--- src/rtl/logic_pod_config_sequencer_if.sv ---
// UART byte-level link between the pod config sequencer (master) and the UART (slave).
// The master sends bytes and receives pod replies; the slave reports completion and received bytes.
interface logic_pod_config_sequencer_if;
    logic       uart_tx_en;
    logic [7:0] uart_tx_data;
    logic       uart_tx_done;
    logic       uart_rx_en;
    logic [7:0] uart_rx_data;

    modport master (
        output uart_tx_en,
        output uart_tx_data,
        input  uart_tx_done,
        input  uart_rx_en,
        input  uart_rx_data
    );

    modport slave (
        input  uart_tx_en,
        input  uart_tx_data,
        output uart_tx_done,
        output uart_rx_en,
        output uart_rx_data
    );
endinterface

--- src/rtl/logic_pod_config_sequencer.sv ---
// Streams a host-loaded configuration script to a powered pod line by line over the UART,
// retrying each line on NAK or ack timeout until the script is acknowledged or retries run out.
module logic_pod_config_sequencer #(
    parameter int          SCRIPT_DEPTH   = 64,
    parameter int          POWERUP_CYCLES = 67108864,
    parameter int          ACK_TIMEOUT    = 1250000,
    parameter int          MAX_RETRIES    = 3,
    parameter logic [7:0]  ACK_BYTE       = 8'h2B,
    parameter logic [7:0]  NAK_BYTE       = 8'h2D,
    localparam int         AW             = $clog2(SCRIPT_DEPTH)
) (
    input  logic                           clk_125mhz,
    input  logic                           rst,
    input  logic                           pod_power_en,
    input  logic                           script_wr_en,
    input  logic [AW-1:0]                  script_wr_addr,
    input  logic [7:0]                     script_wr_data,
    input  logic [AW:0]                    script_len,
    input  logic                           reconfig,
    logic_pod_config_sequencer_if.master   uart,
    output logic                           busy,
    output logic                           config_done,
    output logic                           config_fault,
    output logic [7:0]                     total_retries
);

    localparam int PW_W = $clog2(POWERUP_CYCLES + 1);
    localparam int TO_W = $clog2(ACK_TIMEOUT + 1);
    localparam int RT_W = $clog2(MAX_RETRIES + 2);

    localparam logic [AW:0]   PTR_ONE   = (AW+1)'(1);
    localparam logic [AW:0]   PTR_ZERO  = '0;
    localparam logic [PW_W-1:0] PU_LAST = PW_W'(POWERUP_CYCLES - 1);
    localparam logic [TO_W-1:0] TO_LAST = TO_W'(ACK_TIMEOUT - 1);
    localparam logic [RT_W-1:0] RT_MAX  = RT_W'(MAX_RETRIES);

    typedef enum logic [2:0] {
        S_OFF,
        S_POWERUP_WAIT,
        S_FETCH,
        S_SEND,
        S_SEND_WAIT,
        S_ACK_WAIT,
        S_ON,
        S_FAULT
    } state_t;

    state_t            state_reg,      state_next;
    logic [AW:0]       ptr_reg,        ptr_next;
    logic [AW:0]       line_start_reg, line_start_next;
    logic [AW:0]       len_reg,        len_next;
    logic [RT_W-1:0]   retry_reg,      retry_next;
    logic [TO_W-1:0]   to_cnt_reg,     to_cnt_next;
    logic [PW_W-1:0]   pu_cnt_reg,     pu_cnt_next;
    logic              tx_en_reg,      tx_en_next;
    logic [7:0]        tx_data_reg,    tx_data_next;
    logic              done_reg,       done_next;
    logic              fault_reg,      fault_next;
    logic [7:0]        total_reg,      total_next;

    logic [7:0]        script_mem [SCRIPT_DEPTH];
    logic [7:0]        rd_data_reg;
    logic              ptr_last;

    // Script RAM: one write port, registered read addressed by the byte pointer.
    always_ff @(posedge clk_125mhz) begin
        if (script_wr_en) begin
            script_mem[script_wr_addr] <= script_wr_data;
        end
        rd_data_reg <= script_mem[ptr_reg[AW-1:0]];
    end

    assign ptr_last = (ptr_reg == (len_reg - PTR_ONE));

    always_ff @(posedge clk_125mhz) begin
        if (rst) begin
            state_reg      <= S_OFF;
            ptr_reg        <= '0;
            line_start_reg <= '0;
            len_reg        <= '0;
            retry_reg      <= '0;
            to_cnt_reg     <= '0;
            pu_cnt_reg     <= '0;
            tx_en_reg      <= 1'b0;
            tx_data_reg    <= '0;
            done_reg       <= 1'b0;
            fault_reg      <= 1'b0;
            total_reg      <= '0;
        end else begin
            state_reg      <= state_next;
            ptr_reg        <= ptr_next;
            line_start_reg <= line_start_next;
            len_reg        <= len_next;
            retry_reg      <= retry_next;
            to_cnt_reg     <= to_cnt_next;
            pu_cnt_reg     <= pu_cnt_next;
            tx_en_reg      <= tx_en_next;
            tx_data_reg    <= tx_data_next;
            done_reg       <= done_next;
            fault_reg      <= fault_next;
            total_reg      <= total_next;
        end
    end

    always_comb begin
        state_next      = state_reg;
        ptr_next        = ptr_reg;
        line_start_next = line_start_reg;
        len_next        = len_reg;
        retry_next      = retry_reg;
        to_cnt_next     = to_cnt_reg;
        pu_cnt_next     = pu_cnt_reg;
        tx_en_next      = 1'b0;
        tx_data_next    = tx_data_reg;
        done_next       = done_reg;
        fault_next      = fault_reg;
        total_next      = total_reg;

        case (state_reg)
            S_OFF: begin
                if (pod_power_en) begin
                    pu_cnt_next = '0;
                    done_next   = 1'b0;
                    fault_next  = 1'b0;
                    total_next  = '0;
                    state_next  = S_POWERUP_WAIT;
                end
            end
            S_POWERUP_WAIT: begin
                if (pu_cnt_reg == PU_LAST) begin
                    ptr_next        = PTR_ZERO;
                    line_start_next = PTR_ZERO;
                    retry_next      = '0;
                    len_next        = script_len;
                    if (script_len == PTR_ZERO) begin
                        done_next  = 1'b1;
                        state_next = S_ON;
                    end else begin
                        state_next = S_FETCH;
                    end
                end else begin
                    pu_cnt_next = pu_cnt_reg + PW_W'(1);
                end
            end
            S_FETCH: begin
                state_next = S_SEND;
            end
            S_SEND: begin
                tx_en_next   = 1'b1;
                tx_data_next = rd_data_reg;
                state_next   = S_SEND_WAIT;
            end
            S_SEND_WAIT: begin
                if (uart.uart_tx_done) begin
                    if ((tx_data_reg == 8'h0A) || ptr_last) begin
                        to_cnt_next = '0;
                        state_next  = S_ACK_WAIT;
                    end else begin
                        ptr_next   = ptr_reg + PTR_ONE;
                        state_next = S_FETCH;
                    end
                end
            end
            S_ACK_WAIT: begin
                if (uart.uart_rx_en && (uart.uart_rx_data == ACK_BYTE)) begin
                    retry_next = '0;
                    if (ptr_last) begin
                        done_next  = 1'b1;
                        state_next = S_ON;
                    end else begin
                        ptr_next        = ptr_reg + PTR_ONE;
                        line_start_next = ptr_reg + PTR_ONE;
                        state_next      = S_FETCH;
                    end
                end else if ((uart.uart_rx_en && (uart.uart_rx_data == NAK_BYTE)) ||
                             (to_cnt_reg == TO_LAST)) begin
                    if (retry_reg == RT_MAX) begin
                        fault_next = 1'b1;
                        state_next = S_FAULT;
                    end else begin
                        retry_next = retry_reg + RT_W'(1);
                        if (total_reg != 8'hFF) begin
                            total_next = total_reg + 8'd1;
                        end
                        ptr_next   = line_start_reg;
                        state_next = S_FETCH;
                    end
                end else begin
                    to_cnt_next = to_cnt_reg + TO_W'(1);
                end
            end
            S_ON, S_FAULT: begin
                if (reconfig) begin
                    done_next       = 1'b0;
                    fault_next      = 1'b0;
                    total_next      = '0;
                    retry_next      = '0;
                    ptr_next        = PTR_ZERO;
                    line_start_next = PTR_ZERO;
                    len_next        = script_len;
                    // An empty script has nothing to send, so it is immediately complete.
                    if (script_len == PTR_ZERO) begin
                        done_next  = 1'b1;
                        state_next = S_ON;
                    end else begin
                        state_next = S_FETCH;
                    end
                end
            end
            default: begin
                state_next = S_OFF;
            end
        endcase

        // Losing pod power overrides every other event in the same cycle.
        if (!pod_power_en) begin
            state_next = S_OFF;
            done_next  = 1'b0;
            fault_next = 1'b0;
            tx_en_next = 1'b0;
        end
    end

    assign uart.uart_tx_en   = tx_en_reg;
    assign uart.uart_tx_data = tx_data_reg;
    assign config_done       = done_reg;
    assign config_fault      = fault_reg;
    assign total_retries     = total_reg;
    assign busy              = (state_reg == S_POWERUP_WAIT) || (state_reg == S_FETCH) ||
                               (state_reg == S_SEND) || (state_reg == S_SEND_WAIT) ||
                               (state_reg == S_ACK_WAIT);

endmodule

--- src/flat_wrapper.sv ---
// flat-port wrapper written by rule: the top's interface ports become plain ports
module logic_pod_config_sequencer_flat 
#(
    parameter int          SCRIPT_DEPTH   = 64,
    parameter int          POWERUP_CYCLES = 67108864,
    parameter int          ACK_TIMEOUT    = 1250000,
    parameter int          MAX_RETRIES    = 3,
    parameter logic [7:0]  ACK_BYTE       = 8'h2B,
    parameter logic [7:0]  NAK_BYTE       = 8'h2D,
    localparam int         AW             = $clog2(SCRIPT_DEPTH)
)
  (clk_125mhz, rst, pod_power_en, script_wr_en, script_wr_addr, script_wr_data, script_len, reconfig, busy, config_done, config_fault, total_retries, uart_uart_tx_en, uart_uart_tx_data, uart_uart_tx_done, uart_uart_rx_en, uart_uart_rx_data);
  logic_pod_config_sequencer_if uart_i ();
  input  logic clk_125mhz;
  input  logic rst;
  input  logic pod_power_en;
  input  logic script_wr_en;
  input  logic [AW-1:0] script_wr_addr;
  input  logic [7:0] script_wr_data;
  input  logic [AW:0] script_len;
  input  logic reconfig;
  output logic busy;
  output logic config_done;
  output logic config_fault;
  output logic [7:0] total_retries;
  output wire logic [$bits(uart_i.uart_tx_en)-1:0] uart_uart_tx_en;
  output wire logic [$bits(uart_i.uart_tx_data)-1:0] uart_uart_tx_data;
  input wire logic [$bits(uart_i.uart_tx_done)-1:0] uart_uart_tx_done;
  input wire logic [$bits(uart_i.uart_rx_en)-1:0] uart_uart_rx_en;
  input wire logic [$bits(uart_i.uart_rx_data)-1:0] uart_uart_rx_data;
  assign uart_uart_tx_en = uart_i.uart_tx_en;
  assign uart_uart_tx_data = uart_i.uart_tx_data;
  assign uart_i.uart_tx_done = uart_uart_tx_done;
  assign uart_i.uart_rx_en = uart_uart_rx_en;
  assign uart_i.uart_rx_data = uart_uart_rx_data;
  logic_pod_config_sequencer #(.SCRIPT_DEPTH(SCRIPT_DEPTH), .POWERUP_CYCLES(POWERUP_CYCLES), .ACK_TIMEOUT(ACK_TIMEOUT), .MAX_RETRIES(MAX_RETRIES), .ACK_BYTE(ACK_BYTE), .NAK_BYTE(NAK_BYTE)) u_core (.clk_125mhz(clk_125mhz), .rst(rst), .pod_power_en(pod_power_en), .script_wr_en(script_wr_en), .script_wr_addr(script_wr_addr), .script_wr_data(script_wr_data), .script_len(script_len), .reconfig(reconfig), .uart(uart_i), .busy(busy), .config_done(config_done), .config_fault(config_fault), .total_retries(total_retries));
endmodule
--- config.mk ---
export PLATFORM = sky130hd
export DESIGN_NAME = logic_pod_config_sequencer_flat
export DESIGN_NICKNAME = d
export VERILOG_FILES = /design/src/rtl/logic_pod_config_sequencer_if.sv /design/src/rtl/logic_pod_config_sequencer.sv /design/src/flat_wrapper.sv
export SDC_FILE = /design/constraint.sdc
export NUM_CORES = 1
export LEC_CHECK = 0
export CAP_MARGIN = 20
export CORE_ASPECT_RATIO = 0.9
export CORE_MARGIN = 5
export CORE_UTILIZATION = 40
export DETAILED_ROUTE_END_ITERATION = 8
export DONT_BUFFER_PORTS = 1
export PLACE_DENSITY = 0.54
export SLEW_MARGIN = 20
export SYNTH_ARGS = -nofsm -noshare
export SYNTH_HDL_FRONTEND = slang
export SYNTH_SLANG_ARGS = --single-unit
--- constraint.sdc ---
create_clock -name clk_125mhz -period 4.84 [get_ports clk_125mhz]
set_input_delay 0.968 -clock clk_125mhz [delete_from_list [all_inputs] [get_ports clk_125mhz]]
set_output_delay 0.968 -clock clk_125mhz [all_outputs]
set_load 0.005 [all_outputs]
**After elaboration in Yosys (flattened, before gate mapping)**

Memories as Yosys holds them, arrays and structs flattened. A register that Yosys moved wholly into a read port is not among the register bits.
Index checks and enable logic that the tools add are counted.

- Add/subtract/negate cells: 6
- Muxes and demuxes: 60
- Eq/ne operators: 35
- Bitwise operators: 1
- Reductions and logical operators: 29

Operators by type and width:

| operator | number |
|---|---|
| $mux W21 | 4 |
| $mux W7 | 11 |
| $mux W27 | 2 |
| $pmux W27 S2 | 1 |
| $mux W8 | 6 |
| $mux W3 | 14 |
| $pmux W21 S2 | 1 |
| $pmux W7 S4 | 1 |
| $add A27 B1 Y27 const B | 1 |
| $eq A27 B26 Y1 const B | 1 |
| $pmux W8 S3 | 1 |
| $add A21 B1 Y21 const B | 1 |
| $eq A21 B21 Y1 const B | 1 |
| $pmux W3 S7 | 1 |
| $pmux W7 S3 | 1 |
| $reduce_and A5 Y1 | 4 |
| $ne A2 B2 Y1 const B | 9 |
| $eq A8 B6 Y1 const B | 2 |
| $ne A2 B1 Y1 const B | 8 |
| $pmux W7 S2 | 1 |
| $mux W1 | 13 |
| $eq A3 B3 Y1 const B | 4 |
| $eq A3 B2 Y1 const B | 3 |
| $pmux W3 S3 | 1 |
| other kinds (27) | 39 |

- Output and inout port bits: 20
- Memories: 1
- Register bits after elaboration: 94
- RAM bits: 512

Memories:

| name | words | bits a word | rd ports | clocked after memory_dff | write ports | line | text |
|---|---|---|---|---|---|---|---|
| u_core.script_mem | 64 | 8 | 1 | 1 | 1 | logic_pod_config_sequencer.sv:61 | `logic [7:0] script_mem [SCRIPT_DEPTH];` |

**Longest topological paths before layout**

- Depth in word-level cells: 6
- Mapped depth: 12
- Depth with buffers taken out: 9

**Worst setup path after synthesis**

OpenSTA, ideal clock, no wires.

- Kind: input to register
- From: in uart_uart_rx_data[3]
- To: reg u_core.to_cnt_reg[10]
- Slack: 1.943 ns
- Library setup time: 0.070 ns
- Stages on the path: 8
- Data arrival time: 2.827 ns
- Path through: and4b_1 -> and4b_1 -> a211o_1 -> a21o_1 -> a31o_2 -> buf_6 -> or4_1 -> a21oi_1

- Word-level cells in the longest chain between the ends: 5
- Elaborated cells between the ends (all ways): 8

Ends and longest elaborated chain:

| what | line | text |
|---|---|---|
| start: declaration | flat_wrapper.sv:30 | `input wire logic [$bits(uart_i.uart_rx_data)-1:0] uart_uart_rx_data;` |
| $eq A8 B6 Y1 | logic_pod_config_sequencer.sv:175 | `end else if ((uart.uart_rx_en && (uart.uart_rx_data == NAK_BYTE)) \|\|` |
| $logic_and A1 B1 Y1 | logic_pod_config_sequencer.sv:175 |  |
| $logic_or A1 B1 Y1 | logic_pod_config_sequencer.sv:175 |  |
| $ne A2 B2 Y1 (no line) | -- |  |
| $reduce_and A5 Y1 (no line) (*) | -- |  |
| end signal: assignment | logic_pod_config_sequencer.sv:95 | `to_cnt_reg <= to_cnt_next;` |
| end: declaration | logic_pod_config_sequencer.sv:53 | `logic [TO_W-1:0] to_cnt_reg, to_cnt_next;` |

Mark *: on every way between the ends. The rest lies on a longest branch, timed or not.
A chain may end at the register's enable or synchronous reset.

**Worst setup path after layout**

- From: reg u_core.state_reg[1]
- To: reg u_core.ptr_reg[1]

- Word-level cells in the longest chain between the ends: 4
- Elaborated cells between the ends (all ways): 16

Ends and longest elaborated chain:

| what | line | text |
|---|---|---|
| start: declaration | logic_pod_config_sequencer.sv:48 | `state_t state_reg, state_next;` |
| start signal: assignment | logic_pod_config_sequencer.sv:90 | `state_reg <= state_next;` |
| $eq A3 B3 Y1 | logic_pod_config_sequencer.sv:119 | `case (state_reg)` |
| $reduce_or A2 Y1 | logic_pod_config_sequencer.sv:119 |  |
| $reduce_bool A4 Y1 (no line) or $ne A2 B2 Y1 (tied branches) | -- |  |
| $reduce_and A8 Y1 (no line) | -- |  |
| end signal: assignment | logic_pod_config_sequencer.sv:91 | `ptr_reg <= ptr_next;` |
| end: declaration | logic_pod_config_sequencer.sv:49 | `logic [AW:0] ptr_reg, ptr_next;` |

Parallel ways exist; a longest one is shown, timed or not.

==> metrics list <==
- Run status: finished, final reports clean
* Commonest cells after routing, fill and taps aside: 512 x edfxtp_1, 168 x mux4_2, 133 x nor2_1, 98 x dfxtp_1, 69 x clkbuf_16
- Kind of launch point of the worst setup path: flop
- Category of the worst setup path capture point: flop
- Crit-path max FO: 25
* Max-cap check violation count: 0
- In this run the worst setup path begins at u_core.state_reg[1].
- Pwr Total: 11.4 mW
* Post-synthesis average cell area: 17.3 sq um
* Leakage: 8.37 nW
* Gr ovfl total: 0
- The library cell used most frequently in the layout, excluding fill and tap cells, is edfxtp_1.
- Measured against its own limit, the worst slew margin works out to 32.2%.
- The die covers 67400 sq um.
- Peak supply drop: 0.235 mV
- Worst setup path category: flop to flop
- Crit path capture: u_core.ptr_reg[1]
* Final #Nets: 1498
- In this run, the number of DRC markers left after iteration 0 of detailed routing was 1059.
- Starting Density: 40.6%
- Type of the worst min-delay path: primary input to flop
- The number of antenna diodes in the final layout is 0.
- Final Hold Violating Endpoints: 0
- Top flip-flop cell by instance count after synthesis: edfxtp_1
* Final cycle utilization of the critical path: 67.4%
- After synthesis, the share of flip-flops with an asynchronous set or reset is 0%.
- Largest net degree at the start of global routing: 85
* H-tree levels: 3
- After detailed routing, the number of vias per cell comes to 5.57.
- Data on the critical path arrives at its endpoint at 3780 ps.
- The cell sitting at the root of the clock tree is a clkbuf_16.
- Summed over all failing endpoints, the final setup total negative slack is 0 ps.
* DPL Wire Length: 35100 um
- Final critical-path required period: 3260 ps
* Via count of the first global-routing pass: 13.0k
* GRT met2 Usage: 25.8%
* Post-synthesis instance total: 1443
* Largest buffer count on any clock path: 3
- The die is 247 um tall.
* Slew of the pin with the lowest slew margin: 1010 ps
* Clock latency at the later pin of the worst-skew pair: 600 ps
- Flip-flop count of the largest register after layout: 512
* Clock transition at the register clock pins on the worst setup and hold paths after CTS: 60 ps
- First-pass GRT wire length: 85400 um
- Routed wire length per instance: 24.3 um
* Total Routed Length: 56800 um
- Post-CTS Setup Bufs: 0
* Sequential-to-total area share from yosys stat: 69.9%
* RSZ-0062 raised after global routing: false
* Flop and latch count out of synthesis: 614
* Initial DRT Pass Iterations: 5
* RePlAce Congestion: 0.774
- Port Buf Inserts: 0
- Global routing used 24.8% of the available met1 tracks.
* Vias: 13.0k
- Measured in cells, the most critical reg-to-reg path has a length of 7.
- For this run, the number of Yosys warnings is 0.
* Core Footprint: 61400 sq um
- Count of distinct cell types in the synthesized netlist: 59
- Remaining routing DRC violations: 0
- Remaining antenna violation count after routing: 0
- Global routing used 16.8% of the available tracks.
* Met3 usage in global routing: 3.72%
* Site row count: 86
* Number of hold buffers added after CTS: 0
* Worst endpoint required time: 5360 ps
- The worst register-to-register path ends at u_core.ptr_reg[1].
* Clock tree from TritonCTS: built
- Between clock sinks in the finished design, the worst skew comes to 24.6 ps.
* Die width: 273 um
- The initial antenna violation count was 0.
- The synthesized design contains 512 enable-type register cells.
* Power per standard cell area: 406 nW/um^2
- The max-slew violation total from the final report is 0.
- Flop-to-flop setup slack: 1580 ps
* GRT busiest layer: met2
- Total I/O pin count: 56
- The startpoint identified for the worst register-to-register timing path is u_core.state_reg[1].
- Buffers inserted during clock tree synthesis total 67.
- Fraction of final layout cells sized beyond drive strength 1: 20.4%
* Sinks on the clock net: 614
- The number of nets in the synthesized netlist is 1486.
* Post-cts resize count: 0
* Signed area change from the synthesized netlist to the final layout: 12.6%
* Achievable frequency: 307 MHz
- Syn Std Cell Area: 24900 sq um
- Total setup violations reported at the end of the flow: 0
cells by family after synthesis:
logic type | share of synthesized area [%]
flip-flops | 69.9
AND/OR/NAND/NOR | 7.67
multiplexers | 15.9
AO/OA/AOI/OAI | 3.26
buffers and inverters | 1.54
XOR/XNOR | 1.46
adder cells (fa/ha/maj) | 0.351
cell usage after synthesis, drive strengths merged (3+ instances only):
master / number / share of area [%]
edfxtp: 512 / 62
mux4: 168 / 15
nor2: 133 / 2.0
dfxtp: 102 / 8.2
nand2: 60 / 0.90
clkbuf: 50 / 0.75
a21oi: 47 / 0.96
nand3: 40 / 0.80
nor3: 31 / 0.62
xnor2: 28 / 0.98
buf: 27 / 0.54
o21ai: 17 / 0.34
inv: 16 / 0.24
or3: 16 / 0.42
mux2i: 15 / 0.60
o31ai: 15 / 0.45
or4: 14 / 0.42
nand4: 13 / 0.39
nor4: 11 / 0.28
xor2: 11 / 0.39
nand2b: 10 / 0.25
nand3b: 9 / 0.27
o41ai: 8 / 0.28
a311oi: 7 / 0.25
a31oi: 7 / 0.24
and3: 7 / 0.18
ha: 7 / 0.35
and4: 6 / 0.21
nor2b: 6 / 0.15
a211oi: 5 / 0.15
nand4b: 5 / 0.18
nor3b: 4 / 0.12
or2: 4 / 0.10
a211o: 3 / 0.11
a21o: 3 / 0.090
nor4b: 3 / 0.11
o211ai: 3 / 0.090
report_power, final:
group	switching, mW	total (mW)	internal [mW]
Clock	2.09	5.12	3.03
Sequential	0.0604	5.83	5.77
Combinational	0.222	0.450	0.228
Total	2.37	11.4	9.02
critical path, cell delays in order (launching register included):
cell and delay, ps:
dfxtp_1 630, nand2b_1 390, nor2_1 680, nand2_1 360, nor2_1 490, nor4_1 180
nand3_1 240, mux2i_1 210
routing by layer:
layer,up-vias,routed length (um)
met4,0,1090
met5,-,0
li1,5825,-
met1,6765,26100
met2,373,26400
met3,80,3330
per-stage QoR:
stage	instances	hold WS (ps)	cell area (sq um)	worst slack, ps	util (%)
2_1_floorplan	1443	429	24900	1940	-
3_3_place_gp	2222	459	25900	1640	42.1
3_5_place_dp	2222	476	25900	1590	42.1
4_1_cts	2343	399	28100	1670	45.7
5_1_grt	2343	407	28100	1360	45.7
6_report	2343	438	28100	1580	45.7
worst min-delay path by stage:
stage / start / end / cells past startpoint
floorplan: u_core.rd_data_reg[1] / u_core.uart.uart_tx_data[1] / 2
global placement: u_core.pu_cnt_reg[1] / u_core.pu_cnt_reg[1] / 2
detailed placement: u_core.to_cnt_reg[20] / u_core.to_cnt_reg[20] / 2
CTS: rst / u_core.ptr_reg[0] / 1
global route: rst / u_core.total_retries[1] / 1
finish: rst / u_core.total_retries[1] / 1
cell type report:
type	instances	area [sq um]
tap	836	1050
multi-input combinational	736	7150
fill	5266	33400
clock inverter	38	383
inverter	16	60.1
clock buffer	83	1830
sequential	614	17400
timing repair buffer	20	188
Note: power is estimated with default switching activity, not from simulation.
